File: src/rtl/lsu_pkg.sv
`default_nettype none
// ============================================================================
// Module      : lsu_pkg
// Description : Shared types, encodings and lane helpers for the load/store
//               unit (state codes, access sizes, load codes, error codes).
// Revision    : 1.0 - initial release
// ============================================================================
package lsu_pkg;

    typedef logic [1:0] state_t;
    localparam state_t ST_IDLE  = 2'd0;
    localparam state_t ST_BEAT0 = 2'd1;
    localparam state_t ST_BEAT1 = 2'd2;
    localparam state_t ST_RESP  = 2'd3;

    localparam logic [1:0] SZ_B = 2'b00;
    localparam logic [1:0] SZ_H = 2'b01;
    localparam logic [1:0] SZ_W = 2'b10;

    localparam logic [2:0] LD_LB  = 3'b000;
    localparam logic [2:0] LD_LH  = 3'b001;
    localparam logic [2:0] LD_LW  = 3'b010;
    localparam logic [2:0] LD_LBU = 3'b100;
    localparam logic [2:0] LD_LHU = 3'b101;

    localparam logic [1:0] ERR_OK       = 2'b00;
    localparam logic [1:0] ERR_MISALIGN = 2'b01;
    localparam logic [1:0] ERR_TIMEOUT  = 2'b10;
    localparam logic [1:0] ERR_SIZE     = 2'b11;

    function automatic logic [3:0] size_mask(input logic [1:0] size);
        case (size)
            SZ_B:    return 4'b0001;
            SZ_H:    return 4'b0011;
            default: return 4'b1111;
        endcase
    endfunction

    function automatic logic misaligned(input logic [1:0] size, input logic [1:0] off);
        return ((size == SZ_H) && off[0]) || ((size == SZ_W) && (off != 2'b00));
    endfunction

    // True when the access spills past lane 3 into the next word.
    function automatic logic crosses_word(input logic [1:0] size, input logic [1:0] off);
        logic [2:0] bytes;
        case (size)
            SZ_B:    bytes = 3'd1;
            SZ_H:    bytes = 3'd2;
            default: bytes = 3'd4;
        endcase
        return (({1'b0, off} + bytes) > 3'd4);
    endfunction

endpackage
`default_nettype wire

File: src/rtl/lsu_align.sv
`default_nettype none
// ============================================================================
// Module      : lsu_align
// Description : Combinational lane steering: byte enables and write data for
//               both beats, and load extraction with sign/zero extension.
//               Honours LSU_MISALIGN_SPLIT_EN (rotated store data).
// Revision    : 1.0 - initial release
// ============================================================================
module lsu_align (
    input  logic [1:0]  i_off,
    input  logic [1:0]  i_size,
    input  logic        i_lun,
    input  logic [31:0] i_st_data,
    input  logic [31:0] i_beat0,
    input  logic [31:0] i_beat1,
    output logic [3:0]  o_be0,
    output logic [3:0]  o_be1,
    output logic [31:0] o_wdata,
    output logic [31:0] o_ld_data
);
    import lsu_pkg::*;

    logic [7:0]  w_lanes;
    logic [31:0] w_word;

    assign w_lanes = {4'b0000, size_mask(i_size)} << i_off;
    assign o_be0   = w_lanes[3:0];
    assign o_be1   = w_lanes[7:4];

`ifdef LSU_MISALIGN_SPLIT_EN
    // Rotate left by off bytes so each byte lands on its lane in either beat.
    assign o_wdata = 32'({i_st_data, i_st_data} >> (6'd32 - {1'b0, i_off, 3'b000}));
`else
    always_comb begin
        case (i_size)
            SZ_B:    o_wdata = {4{i_st_data[7:0]}};
            SZ_H:    o_wdata = {2{i_st_data[15:0]}};
            default: o_wdata = i_st_data;
        endcase
    end
`endif

    assign w_word = 32'({i_beat1, i_beat0} >> {i_off, 3'b000});

    always_comb begin
        case (i_size)
            SZ_B:    o_ld_data = i_lun ? {24'b0, w_word[7:0]}  : {{24{w_word[7]}}, w_word[7:0]};
            SZ_H:    o_ld_data = i_lun ? {16'b0, w_word[15:0]} : {{16{w_word[15]}}, w_word[15:0]};
            default: o_ld_data = w_word;
        endcase
    end

endmodule
`default_nettype wire

File: src/rtl/lsu.sv
`default_nettype none
// ============================================================================
// Module      : lsu
// Description : Load/store unit: one request per handshake onto a word-address,
//               byte-enabled bus with ack and timeout. Optional macro
//               LSU_MISALIGN_SPLIT_EN enables two-beat misaligned accesses.
// Revision    : 1.0 - initial release
// ============================================================================
module lsu #(
    parameter int TIMEOUT_CYC = 16
) (
    input  logic        i_clk,
    input  logic        i_rst_n,
    input  logic        req_vld,
    output logic        req_rdy,
    input  logic        mem_wren,
    input  logic [31:0] addr,
    input  logic [31:0] st_data,
    input  logic [1:0]  s_length,
    input  logic [2:0]  l_length,
    input  logic        l_unsigned,
    output logic        rsp_vld,
    output logic [31:0] ld_data,
    output logic [1:0]  err,
    output logic        lsu_busy,
    output logic        bus_req,
    output logic        bus_we,
    output logic [31:0] bus_addr,
    output logic [3:0]  bus_be,
    output logic [31:0] bus_wdata,
    input  logic [31:0] bus_rdata,
    input  logic        bus_ack
);
    import lsu_pkg::*;

    localparam int c_cnt_w = (TIMEOUT_CYC > 0) ? $clog2(TIMEOUT_CYC + 1) : 1;
    localparam logic [c_cnt_w-1:0] c_tmo_last = (TIMEOUT_CYC > 0) ? c_cnt_w'(TIMEOUT_CYC - 1) : '0;

    state_t             r_state, w_state_nxt;
    logic               r_we, r_lun, r_split;
    logic [31:0]        r_addr, r_st_data, r_ld_data;
    logic [1:0]         r_size, r_err;
    logic [c_cnt_w-1:0] r_cnt;

    logic        w_accept, w_illegal, w_misal, w_split, w_in_beat, w_tmo, w_last_ack;
    logic [1:0]  w_size;
    logic [3:0]  w_be0, w_be1;
    logic [31:0] w_wdata, w_ld, w_beat0, w_beat1;

    assign w_accept  = req_vld && (r_state == ST_IDLE);
    assign w_in_beat = (r_state == ST_BEAT0) || (r_state == ST_BEAT1);
    assign w_tmo     = (TIMEOUT_CYC != 0) && (r_cnt == c_tmo_last);
    assign w_last_ack = bus_ack && (((r_state == ST_BEAT0) && !r_split) || (r_state == ST_BEAT1));

    always_comb begin
        w_size    = mem_wren ? s_length : l_length[1:0];
        w_illegal = 1'b0;
        if (mem_wren) begin
            w_illegal = (s_length == 2'b11);
        end else begin
            case (l_length)
                LD_LB, LD_LH, LD_LW, LD_LBU, LD_LHU: w_illegal = 1'b0;
                default:                             w_illegal = 1'b1;
            endcase
        end
    end

`ifdef LSU_MISALIGN_SPLIT_EN
    logic [31:0] r_beat0;

    assign w_misal = 1'b0;
    assign w_split = crosses_word(w_size, addr[1:0]);
    // Beat 0 data is live on the bus unless we are already waiting on beat 1.
    assign w_beat0 = (r_state == ST_BEAT1) ? r_beat0 : bus_rdata;
    assign w_beat1 = bus_rdata;

    always_ff @(posedge i_clk or negedge i_rst_n) begin
        if (!i_rst_n) begin
            r_beat0 <= '0;
        end else if ((r_state == ST_BEAT0) && bus_ack && !r_we) begin
            r_beat0 <= bus_rdata;
        end
    end
`else
    assign w_misal = misaligned(w_size, addr[1:0]);
    assign w_split = 1'b0;
    assign w_beat0 = bus_rdata;
    assign w_beat1 = '0;
`endif

    always_comb begin
        w_state_nxt = r_state;
        case (r_state)
            ST_IDLE: begin
                if (w_accept) w_state_nxt = (w_illegal || w_misal) ? ST_RESP : ST_BEAT0;
            end
            ST_BEAT0: begin
                if (bus_ack)    w_state_nxt = r_split ? ST_BEAT1 : ST_RESP;
                else if (w_tmo) w_state_nxt = ST_RESP;
            end
            ST_BEAT1: begin
                if (bus_ack || w_tmo) w_state_nxt = ST_RESP;
            end
            default: w_state_nxt = ST_IDLE;
        endcase
    end

    always_ff @(posedge i_clk or negedge i_rst_n) begin
        if (!i_rst_n) begin
            r_state   <= ST_IDLE;
            r_we      <= 1'b0;
            r_lun     <= 1'b0;
            r_split   <= 1'b0;
            r_addr    <= '0;
            r_st_data <= '0;
            r_size    <= '0;
            r_err     <= ERR_OK;
            r_cnt     <= '0;
            r_ld_data <= '0;
        end else begin
            r_state <= w_state_nxt;
            if (w_accept) begin
                r_we      <= mem_wren;
                r_lun     <= l_unsigned;
                r_addr    <= addr;
                r_st_data <= st_data;
                r_size    <= w_size;
                r_split   <= w_split;
                r_err     <= w_illegal ? ERR_SIZE : (w_misal ? ERR_MISALIGN : ERR_OK);
            end
            // Wait counter restarts on every beat entry (ack) and outside beats.
            if (w_in_beat && !bus_ack) begin
                r_cnt <= r_cnt + c_cnt_w'(1);
                if (w_tmo) r_err <= ERR_TIMEOUT;
            end else begin
                r_cnt <= '0;
            end
            if (w_last_ack && !r_we) r_ld_data <= w_ld;
        end
    end

    lsu_align u_align (
        .i_off     (r_addr[1:0]),
        .i_size    (r_size),
        .i_lun     (r_lun),
        .i_st_data (r_st_data),
        .i_beat0   (w_beat0),
        .i_beat1   (w_beat1),
        .o_be0     (w_be0),
        .o_be1     (w_be1),
        .o_wdata   (w_wdata),
        .o_ld_data (w_ld)
    );

    always_comb begin
        bus_req   = 1'b0;
        bus_we    = 1'b0;
        bus_addr  = '0;
        bus_be    = '0;
        bus_wdata = '0;
        if (w_in_beat) begin
            bus_req   = 1'b1;
            bus_we    = r_we;
            bus_wdata = w_wdata;
            bus_addr  = {r_addr[31:2], 2'b00} + ((r_state == ST_BEAT1) ? 32'd4 : 32'd0);
            bus_be    = (r_state == ST_BEAT1) ? w_be1 : w_be0;
        end
    end

    assign req_rdy  = (r_state == ST_IDLE);
    assign lsu_busy = (r_state != ST_IDLE);
    assign rsp_vld  = (r_state == ST_RESP);
    assign err      = rsp_vld ? r_err : ERR_OK;
    assign ld_data  = r_ld_data;

endmodule
`default_nettype wire

File: config.mk
export PLATFORM = sky130hd
export DESIGN_NAME = lsu
export DESIGN_NICKNAME = d
export VERILOG_FILES = /design/src/rtl/lsu_pkg.sv /design/src/rtl/lsu_align.sv /design/src/rtl/lsu.sv
export SDC_FILE = /design/constraint.sdc
export NUM_CORES = 1
export LEC_CHECK = 0
export ABC_AREA = 1
export CAP_MARGIN = 20
export CORE_MARGIN = 10
export CORE_UTILIZATION = 40
export DETAILED_ROUTE_END_ITERATION = 12
export GPL_TIMING_DRIVEN = 0
export PLACE_DENSITY = 0.69
export SYNTH_ARGS = -nofsm -noshare
export SYNTH_HDL_FRONTEND = slang
export SYNTH_HIERARCHICAL = 1
export SYNTH_SLANG_ARGS = --single-unit
File: constraint.sdc
create_clock -name i_clk -period 4.1 [get_ports i_clk]
set_input_delay 0.41 -clock i_clk [delete_from_list [all_inputs] [get_ports i_clk]]
set_output_delay 0.41 -clock i_clk [all_outputs]
set_load 0.01 [all_outputs]
==> reports/qor.csv <==
stage,metric,value,unit
clocking,"Clk Latency, worst-skew pair",0.37,ns
synthesis,Synth area leaders,"dfrtp_1 (37%), nand2_1 (25%), inv_1 (6.4%)",
power_and_ir_drop,Peak VDD IR,408,uV
sta,Final Hold Fails,0,
power_and_ir_drop,Leakage,5.14,nW
sta,final worst-path cycle share,90.8,%
global_route,vias in the first global route,7733,
sta,RSZ-0062 raised after global routing,no,
final_layout,fraction of layout cells with a size suffix above 1,8.61,%
global_route,wire length of the first global-routing pass,41300,um
synthesis,Mapped Cells,1106,
floorplan,Site Rows,49,
placed_design,Detailed Place HPWL,20800,um
clocking,clock buffer count from CTS,9,
setup_path,Worst Path Required,3.69,ns
synthesis,Post-synth EDFFs,0,
synthesis,number of distinct library cells after synthesis,36,
setup_path,crit start category,register,
sta,WHS,0.463,ns
sta,fin crit period,3.72,ns
routing,DRC viols,0,
global_route,largest net degree at the start of global routing,74,
routing,DR vias/cell,4.83,
synthesis,mean post-synth cell area,6.62,um^2
synthesis,"Async S/R FF share, synth",100,%
power_and_ir_drop,Total Power,7.89,mW
sta,fmax,0.269,GHz
clocking,total setup buffers inserted after CTS,0,
final_layout,"commonest cells after routing, fill and taps aside","nand2_1 (478), clkdlybuf4s50_1 (210), inv_1 (125), dfrtp_1 (109), nor2_1 (84)",
final_layout,Util after Layout,56.7,%
placed_design,Place WS,0.761,ns
synthesis,Synth Cell Area,0.00732,mm^2
clocking,clock sinks,109,
sta,setup violators final,0,
placed_design,input/output buffers,211,
routing,vias,7723,
clocking,CTS root buf,clkbuf_16,
setup_path,Crit. End Element,output pin,
run_status,outcome,"finished, final reports clean",
floorplan,Starting Density,40.8,%
final_layout,area delta synth->final,39.1,%
routing,TritonRoute pass-1 iters,5,
global_route,initial antenna violation count,3,
clocking,CTS tree,done,
floorplan,CORE AREA,0.0180,mm^2
routing,Total Wirelength,26400,um
setup_path,Worst Path Max Fanout,7,
power_and_ir_drop,Clock Power Share,11.3,%
floorplan,die span in x,155,um
routing,wire per inst,16.5,um
final_layout,Layout Nets,1482,
floorplan,DIE AREA,0.0241,mm^2
clocking,Longest Clk Path Bufs,2,
setup_path,CP Class,register to output pin,
power_and_ir_drop,NetSw,3.62,mW
sta,Worst Max-Slew Pin Slew,0.650,ns
synthesis,Seq cells post-synth,109,
final_layout,"commonest non-fill, non-tap cell in the layout",nand2_1,
floorplan,die extent in y,155,um
synthesis,post-synth top area cell,dfrtp_1,
synthesis,Synth top area share,37.3,%
floorplan,Ports,214,
power_and_ir_drop,Seq pwr share,25.0,%
power_and_ir_drop,combinational power share,63.7,%
global_route,GRT overflow,0,
clocking,H-tree depth,3,
sta,Final Slew Violations,0,
final_layout,Layout Cells excl Fill,1600,
power_and_ir_drop,switching fraction of total power,45.9,%
power_and_ir_drop,P_int,4.27,mW
flow_run,max-cap viol count,0,
synthesis,register area share after synthesis,37.3,%
placed_design,placed cell count,1583,
power_and_ir_drop,pwr/cell area,774,mW/mm^2
setup_path,Worst Path Arrival,3.31,ns
synthesis,Yosys warning count,6,
final_layout,ANT cells,0,
placed_design,Placer Congestion,0.928,
clocking,Clock Pin Slew Worst Setup and Hold Paths,0.07,ns
sta,max_slew headroom,56.7,%
sta,setup ws final,0.379,ns
min_path,HP Class,register to register,
sta,Worst Skew,0.0114,ns
final_layout,fill count,1817,
synthesis,ys flop type,dfrtp_1,
routing,Iteration-0 DRC Markers,440,
global_route,total global-route track usage,21.5,%
routing,antenna-violating nets left,0,
## per-stage QoR
stage	setup TNS, ns	area, um^2
global route	0	10200
CTS	0	10200
floorplan	0	7460
global placement	-203.14	9860
detailed placement	0	9880
finish	0	10200
## worst paths after layout
kind | start | end | slack [ns] | cells after the start
setup reg to reg | r_state[0] | ld_data[9] | 1.98 | 8
hold / removal | r_cnt[0] | r_cnt[0] | 0.46 | 1
min in group asynchronous | i_rst_n | ld_data[3] | 0.52 | 2
setup / recovery | r_state[0] | bus_addr[28] | 0.38 | 13
hold reg to reg | r_cnt[0] | r_cnt[0] | 0.46 | 1
max in group asynchronous | i_rst_n | r_addr[5] | 2.86 | 3
## logic make-up (layout without fill, tap and decap cells)
group                      count (synthesis)  in the layout  synth area share [%]
and+or+nand+nor                          663            663                  37.0
muxes                                     32             32                  4.92
AOI/OAI and AO/OA                         93             93                  6.89
buffers and inverters                    191            420                  11.5
other                                      2             38                 0.103
xor gates and xnor gates                   7              7                 0.837
adders and majority gates                  9              9                  1.54
DFF                                      109            109                  37.3
## flip-flops by register name (all words and copies together), names as in the netlist
name,flops
ld_data,32
r_addr,32
r_st_data,32
r_cnt,5
r_err,2
r_size,2
r_state,2
r_lun,1
r_we,1
## power groups by stage
stage	clock network (mW)	registers [mW]	logic, mW
floorplan	0	1.95	2.72
global placement	0	1.97	4.98
detailed placement	0	1.99	5.03
CTS	0.911	1.97	5.06
global route	0.951	2.04	5.56
finish	0.891	1.97	5.02
## cells in the mapped netlist (2+ instances only)
cell type  count
ha_1           9
clkbuf_1      18
buf_6          5
nand3_1       67
nor3_1         8
a21oi_1       26
inv_1        125
xor2_1         5
nand2_2        6
nor2_4         5
o211ai_1       8
mux2_2        31
nor3_2         2
o21ai_0       52
buf_1          3
dfrtp_1      109
nor2_1        84
xnor2_1        2
nand4_1        2
buf_4         17
nor2_2         3
conb_1         2
inv_2          7
nand2_1      478
nand2_4        2
nand3_2        5
buf_2         15
o22ai_1        2
## what timing repair did
action | 4_1_cts | 5_1_grt
resized for setup | 0 | 0
hold buffers | 1 | 0
endpoints found under the hold margin | 36 | 0
## critical path: stages (launching register included)
cell	delay, ns
dfrtp_1	0.44
inv_1	0.11
ha_1	0.30
ha_1	0.28
ha_1	0.28
nand2_2	0.10
nor2_4	0.13
nand2_4	0.08
nor3_1	0.39
nand2_1	0.09
nand2_1	0.07
nand2_1	0.04
nor2_1	0.07
clkdlybuf4s50_1	0.55
## routing by layer
| metal | global-route usage [%] | vias up | wire length, um |
|---|---|---|---|
| met5 | 0 | - | 20 |
| met4 | 7.58 | 2 | 674 |
| met3 | 7.94 | 44 | 2500 |
| met2 | 33.6 | 268 | 11800 |
| met1 | 26.7 | 3532 | 11400 |
| li1 | - | 3877 | - |
## cell type report
class	count	area [um^2]	share of cell area, %
buffer	58	338	3.32
clock buffer	10	239	2.35
clock inverter	6	55.1	0.540
inverter	133	502	4.92
multi-input combinational	842	3890	38.2
sequential	109	2730	26.8
tap	229	287	2.81
timing repair buffer	213	2150	21.1
Power figures use the tool's default switching activity.
